[src/rtl/reg_file_mp.sv]
// Multi-ported integer register file with optional write-to-read bypass and a
// per-register busy scoreboard for issue-time hazard detection.
module reg_file_mp #(
    parameter int XLEN   = 32,
    parameter int NREGS  = 32,
    parameter int NUM_RD = 2,
    parameter int NUM_WR = 1,
    parameter int BYPASS = 1,
    localparam int AW    = $clog2(NREGS)
) (
    input  logic                     clock,
    input  logic                     resetn,
    input  logic [NUM_WR-1:0]        reg_wr_en,
    input  logic [NUM_WR*AW-1:0]     write_reg,
    input  logic [NUM_WR*XLEN-1:0]   write_data,
    input  logic [NUM_RD*AW-1:0]     read_reg,
    output logic [NUM_RD*XLEN-1:0]   read_data,
    output logic [NUM_RD-1:0]        read_busy,
    input  logic                     rsv_en,
    input  logic [AW-1:0]            rsv_reg,
    output logic [NREGS-1:0]         busy_vec
);

    logic [XLEN-1:0]  regs [NREGS];
    logic [NREGS-1:0] busy_q;
    logic [NREGS-1:0] busy_next;

    logic [AW-1:0]    wr_addr [NUM_WR];
    logic [XLEN-1:0]  wr_data [NUM_WR];
    logic [NUM_WR-1:0] wr_act;

    for (genvar k = 0; k < NUM_WR; k++) begin : g_wr_unpack
        assign wr_addr[k] = write_reg[k*AW +: AW];
        assign wr_data[k] = write_data[k*XLEN +: XLEN];
        assign wr_act[k]  = reg_wr_en[k] && (wr_addr[k] != '0);
    end

    // Clears are applied before the reservation so a same-cycle set wins.
    always_comb begin
        // NOTE: every combinational output gets a default first, so no path
        // leaves it unassigned and no latch is inferred.
        busy_next = busy_q;
        for (int k = 0; k < NUM_WR; k++) begin
            if (wr_act[k]) busy_next[wr_addr[k]] = 1'b0;
        end
        if (rsv_en && (rsv_reg != '0)) busy_next[rsv_reg] = 1'b1;
        busy_next[0] = 1'b0;
    end

    // NOTE: the storage array is reset here because software expects every
    // architectural register to read zero after reset; a datapath RAM would
    // normally be left unreset.
    always_ff @(posedge clock or negedge resetn) begin
        if (!resetn) begin
            for (int i = 0; i < NREGS; i++) regs[i] <= '0;
            busy_q <= '0;
        end else begin
            // NOTE: sequential state uses non-blocking assignments so every
            // register samples pre-edge values regardless of statement order.
            // Ascending port order lets the higher-index port win a conflict.
            for (int k = 0; k < NUM_WR; k++) begin
                if (wr_act[k]) regs[wr_addr[k]] <= wr_data[k];
            end
            busy_q <= busy_next;
        end
    end

    assign busy_vec = busy_q;

    for (genvar j = 0; j < NUM_RD; j++) begin : g_rd
        logic [AW-1:0]   ra;
        logic [XLEN-1:0] rd;

        assign ra = read_reg[j*AW +: AW];

        always_comb begin
            rd = regs[ra];
            if (BYPASS != 0) begin
                for (int k = 0; k < NUM_WR; k++) begin
                    if (wr_act[k] && (wr_addr[k] == ra)) rd = wr_data[k];
                end
            end
            // Bypass would otherwise leak write data while reset is held.
            if (!resetn || (ra == '0)) rd = '0;
        end

        assign read_data[j*XLEN +: XLEN] = rd;
        assign read_busy[j]              = busy_q[ra];
    end

endmodule

[config.mk]
export PLATFORM = sky130hd
export DESIGN_NAME = reg_file_mp
export DESIGN_NICKNAME = d
export VERILOG_FILES = /design/src/rtl/reg_file_mp.sv
export SDC_FILE = /design/constraint.sdc
export NUM_CORES = 2
export LEC_CHECK = 0
export ABC_AREA = 1
export CORE_ASPECT_RATIO = 2
export CORE_MARGIN = 1.5
export CORE_UTILIZATION = 30
export DETAILED_ROUTE_END_ITERATION = 12
export GPL_ROUTABILITY_DRIVEN = 1
export PLACE_DENSITY = 0.48
export RECOVER_POWER = 25
export SLEW_MARGIN = 20
export SYNTH_ARGS = -nofsm -noshare
export SYNTH_HDL_FRONTEND = slang
export SYNTH_SLANG_ARGS = --single-unit
[constraint.sdc]
create_clock -name clock -period 4.35 [get_ports clock]
set_input_delay 0.87 -clock clock [delete_from_list [all_inputs] [get_ports clock]]
set_output_delay 0.87 -clock clock [all_outputs]
set_load 0.005 [all_outputs]
==> metrics.md <==
| Metric | Value |
|---|---|
| Library cells used by synthesis | 28 |
| # rows | 235 |
| Peak supply drop | 0.000339 V |
| Final setup vio count | 0 |
| CTS Hold Bufs | 0 |
| Die area | 209000 um^2 |
| Clock transition at path regs | 0.06 ns |
| Post-Place Worst Slack | 0.0643 ns |
| First-pass GRT wire length | 447000 um |
| Initial Util | 0.302 |
| Initial antenna violation count | 27 |
| Slew headroom | -1.46 |
| Placed cell count | 12000 |
| Setup TNS | 0 ns |
| Worst EP arrival | 3.42 ns |
| Post-Syn Nets | 9569 |
| Hold Path Stages | 0 |
| Core area | 205000 um^2 |
| IO Port Bufs | 152 |
| DP Wirelength | 204000 um |
| DR vias | 64300 |
| Number of synthesized flops with an enable pin | 0 |
| Mapped Cells | 9513 |
| Power Total | 30.2 mW |
| Final Hold Fails | 0 |
| Flop2flop setup slack | 3.43 ns |
| Fin crit share | 0.986 |
| Die height | 645 um |
| Sink Count | 1055 |
| Minimum clock period | 4.29 ns |
| Fin cells | 12200 |
| Share of the yosys chip area belonging to registers | 0.428 |
| Number of global-route vias before repair | 60500 |
| Iteration-0 DRC Markers | 7440 |
| Global route total overflow | 0 |
| Clock buffer depth | 3 |
| Clock Skew | 0 ns |
| Remaining DRCs | 0 |
| Failing checks | capacitance limit, slew limit |
| Worst-Margin Slew | 3.69 ns |
| Maximum number of pins on one net before global-route repair | 158 |
| Wirelength per Cell | 26.0 um |
| DRT antenna net count | 0 |
| TritonCTS clock tree | built |
| WS Path Type | in -> out |
| Layout cells sized above 1 | 0.0686 |
| Worst-skew pair later-pin latency | 0.74 ns |
| Layer with the highest usage | met2 |
| Element type at the critical path end | output port |
| Worst EP required | 3.48 ns |
| Drt pass-1 iters | 8 |
| Grt met1 use | 0.367 |
| Cts bufs inserted | 103 |
| Vias per inst | 5.26 |
| Final worst slack | 0.0613 ns |
| Fillers | 22100 |
| PwrDens | 420 nW/um^2 |
| Register bit total from synthesis | 1055 |
| Fin nets | 9451 |
| H-tree lvl count | 3 |
| Max Fclk | 233 MHz |
| Max-Cap Viols | 4 |
| Hold WC Path Type | reg -> reg |
| Yosys warning count | 0 |
| Leak Pwr | 34.7 nW |
| Num ports | 154 |
| Post-synthesis cell area | 61700 um^2 |
| Ys flop type | dfrtp_1 |
| Hold_ws | 0.404 ns |
| Total routed wirelength | 317000 um |
| Die X | 324 um |
| Routability cong. | 0.931 |
| R2R cell count | 2 |
| Grt met2 use | 0.492 |
| Area growth, synth to finish | 16.6% |
| Total GRT Usage | 0.299 |
| Root Buffer | clkbuf_16 |
| Max FO, Critical Path | 12 |
| Slew Limit Fails | 339 |
| CP Launch Type | input port |
| Average instance area after synthesis | 6.49 um^2 |
| GRT met3 Usage | 0.0458 |
| Async SR Flop Fraction | 1.00 |
| Status | complete, but fails checks |
worst max-delay path: stages:
cell and delay (ns):
clkdlybuf4s50_1 0.66, xnor2_1 0.16, nand3_1 0.13, nor2_4 0.19, buf_12 0.17, nand2_2 0.24, a21oi_2 0.32, clkdlybuf4s50_1 0.67
stage by stage:
stage                      util  cell area (um^2)
after CTS                 0.351             71900
final                     0.352             72000
after global placement    0.334             68400
after floorplan               -             61700
after global routing      0.352             72000
after detailed placement  0.334             68400
cell families (layout without fill, tap and decap cells):
| logic type | count (synthesis) | count (layout) | synth area share |
|---|---|---|---|
| xor+xnor | 7 | 7 | 0.000993 |
| flops | 1055 | 1055 | 0.428 |
| compound gates | 1183 | 1183 | 0.0962 |
| buf+inv | 1507 | 1472 | 0.0991 |
| other cells | 1 | 23 | 0.0000607 |
| simple gates | 5760 | 5761 | 0.376 |
cell usage after synthesis, types with 4 or more instances:
master | instances | area [um^2]
a21oi_1 | 79 | 395
buf_1 | 79 | 297
buf_2 | 301 | 1510
buf_4 | 23 | 173
clkbuf_1 | 381 | 1430
dfrtp_1 | 1055 | 26400
inv_1 | 711 | 2670
inv_2 | 11 | 41.3
nand2_1 | 3738 | 14000
nand3_1 | 1194 | 5980
nand4_1 | 5 | 31.3
nor2_1 | 801 | 3010
nor2_4 | 5 | 56.3
nor3_1 | 7 | 35.0
nor3_2 | 4 | 40.0
o21ai_0 | 1012 | 5060
o21ai_1 | 79 | 395
o22ai_1 | 8 | 50.1
xnor2_1 | 5 | 43.8
path summary, 6_finish.rpt:
path	start	endpoint
worst max-delay path	write_reg[3]	read_data[37]
worst min-delay path	regs[1008]$_DFFE_PN0P_	regs[1008]$_DFFE_PN0P_
worst max register to register	busy_vec[4]$_DFF_PN0_	busy_vec[4]$_DFF_PN0_
worst min register to register	regs[1008]$_DFFE_PN0P_	regs[1008]$_DFFE_PN0P_
max in group asynchronous	resetn	regs[423]$_DFFE_PN0P_
min in group asynchronous	resetn	regs[576]$_DFFE_PN0P_
report_power, final:
group / internal, mW / switching, mW / leakage, nW
Combinational: 2.55 / 4.79 / 19.6
Sequential: 11.7 / 1.21 / 13.3
Clock: 5.56 / 4.42 / 1.77
Total: 19.8 / 10.4 / 34.7
placed cells by master (no fill, tap or decap), drive strengths merged:
master / instances
nand3: 1194
o22ai: 8
nor3: 12
a21oi: 79
nand2: 3740
or2: 1
xor2: 2
bufinv: 14
clkinv: 33
nand4: 5
clkinvlp: 4
xnor2: 5
nor2: 809
clkbuf: 148
diode: 22
inv: 719
a31oi: 2
conb: 1
buf: 414
o21ai: 1091
clkdlybuf4s50: 140
dfrtp: 1055
o31ai: 3
layer usage:
layer  vias to the layer above  wire length (um)
met5                         -                41
met4                         6             22600
met2                      3186            148000
met1                     30900            121000
li1                      29400                 -
met3                       820             25200
final cells by class:
| type | count | area [um^2] | share of cell area |
|---|---|---|---|
| diodes | 22 | 55.1 | 0.000764 |
| clock buffers | 142 | 2950 | 0.0409 |
| clock inverters | 47 | 622 | 0.00864 |
| inverters | 723 | 2750 | 0.0382 |
| multi-input cells | 6952 | 29400 | 0.409 |
| flip-flops and latches | 1055 | 26400 | 0.367 |
| well taps | 2725 | 3410 | 0.0473 |
| repair buffers | 560 | 6400 | 0.0888 |
timing repair:
item | CTS | global route
resized for setup | 0 | 5
setup buffers | 0 | 2
setup endpoints to repair | 0 | 8
flip-flops by register name (all words and copies together), names as in the netlist:
| register | count |
|---|---|
| regs | 1024 |
| busy_vec | 31 |
Power figures use the tool's default switching activity.
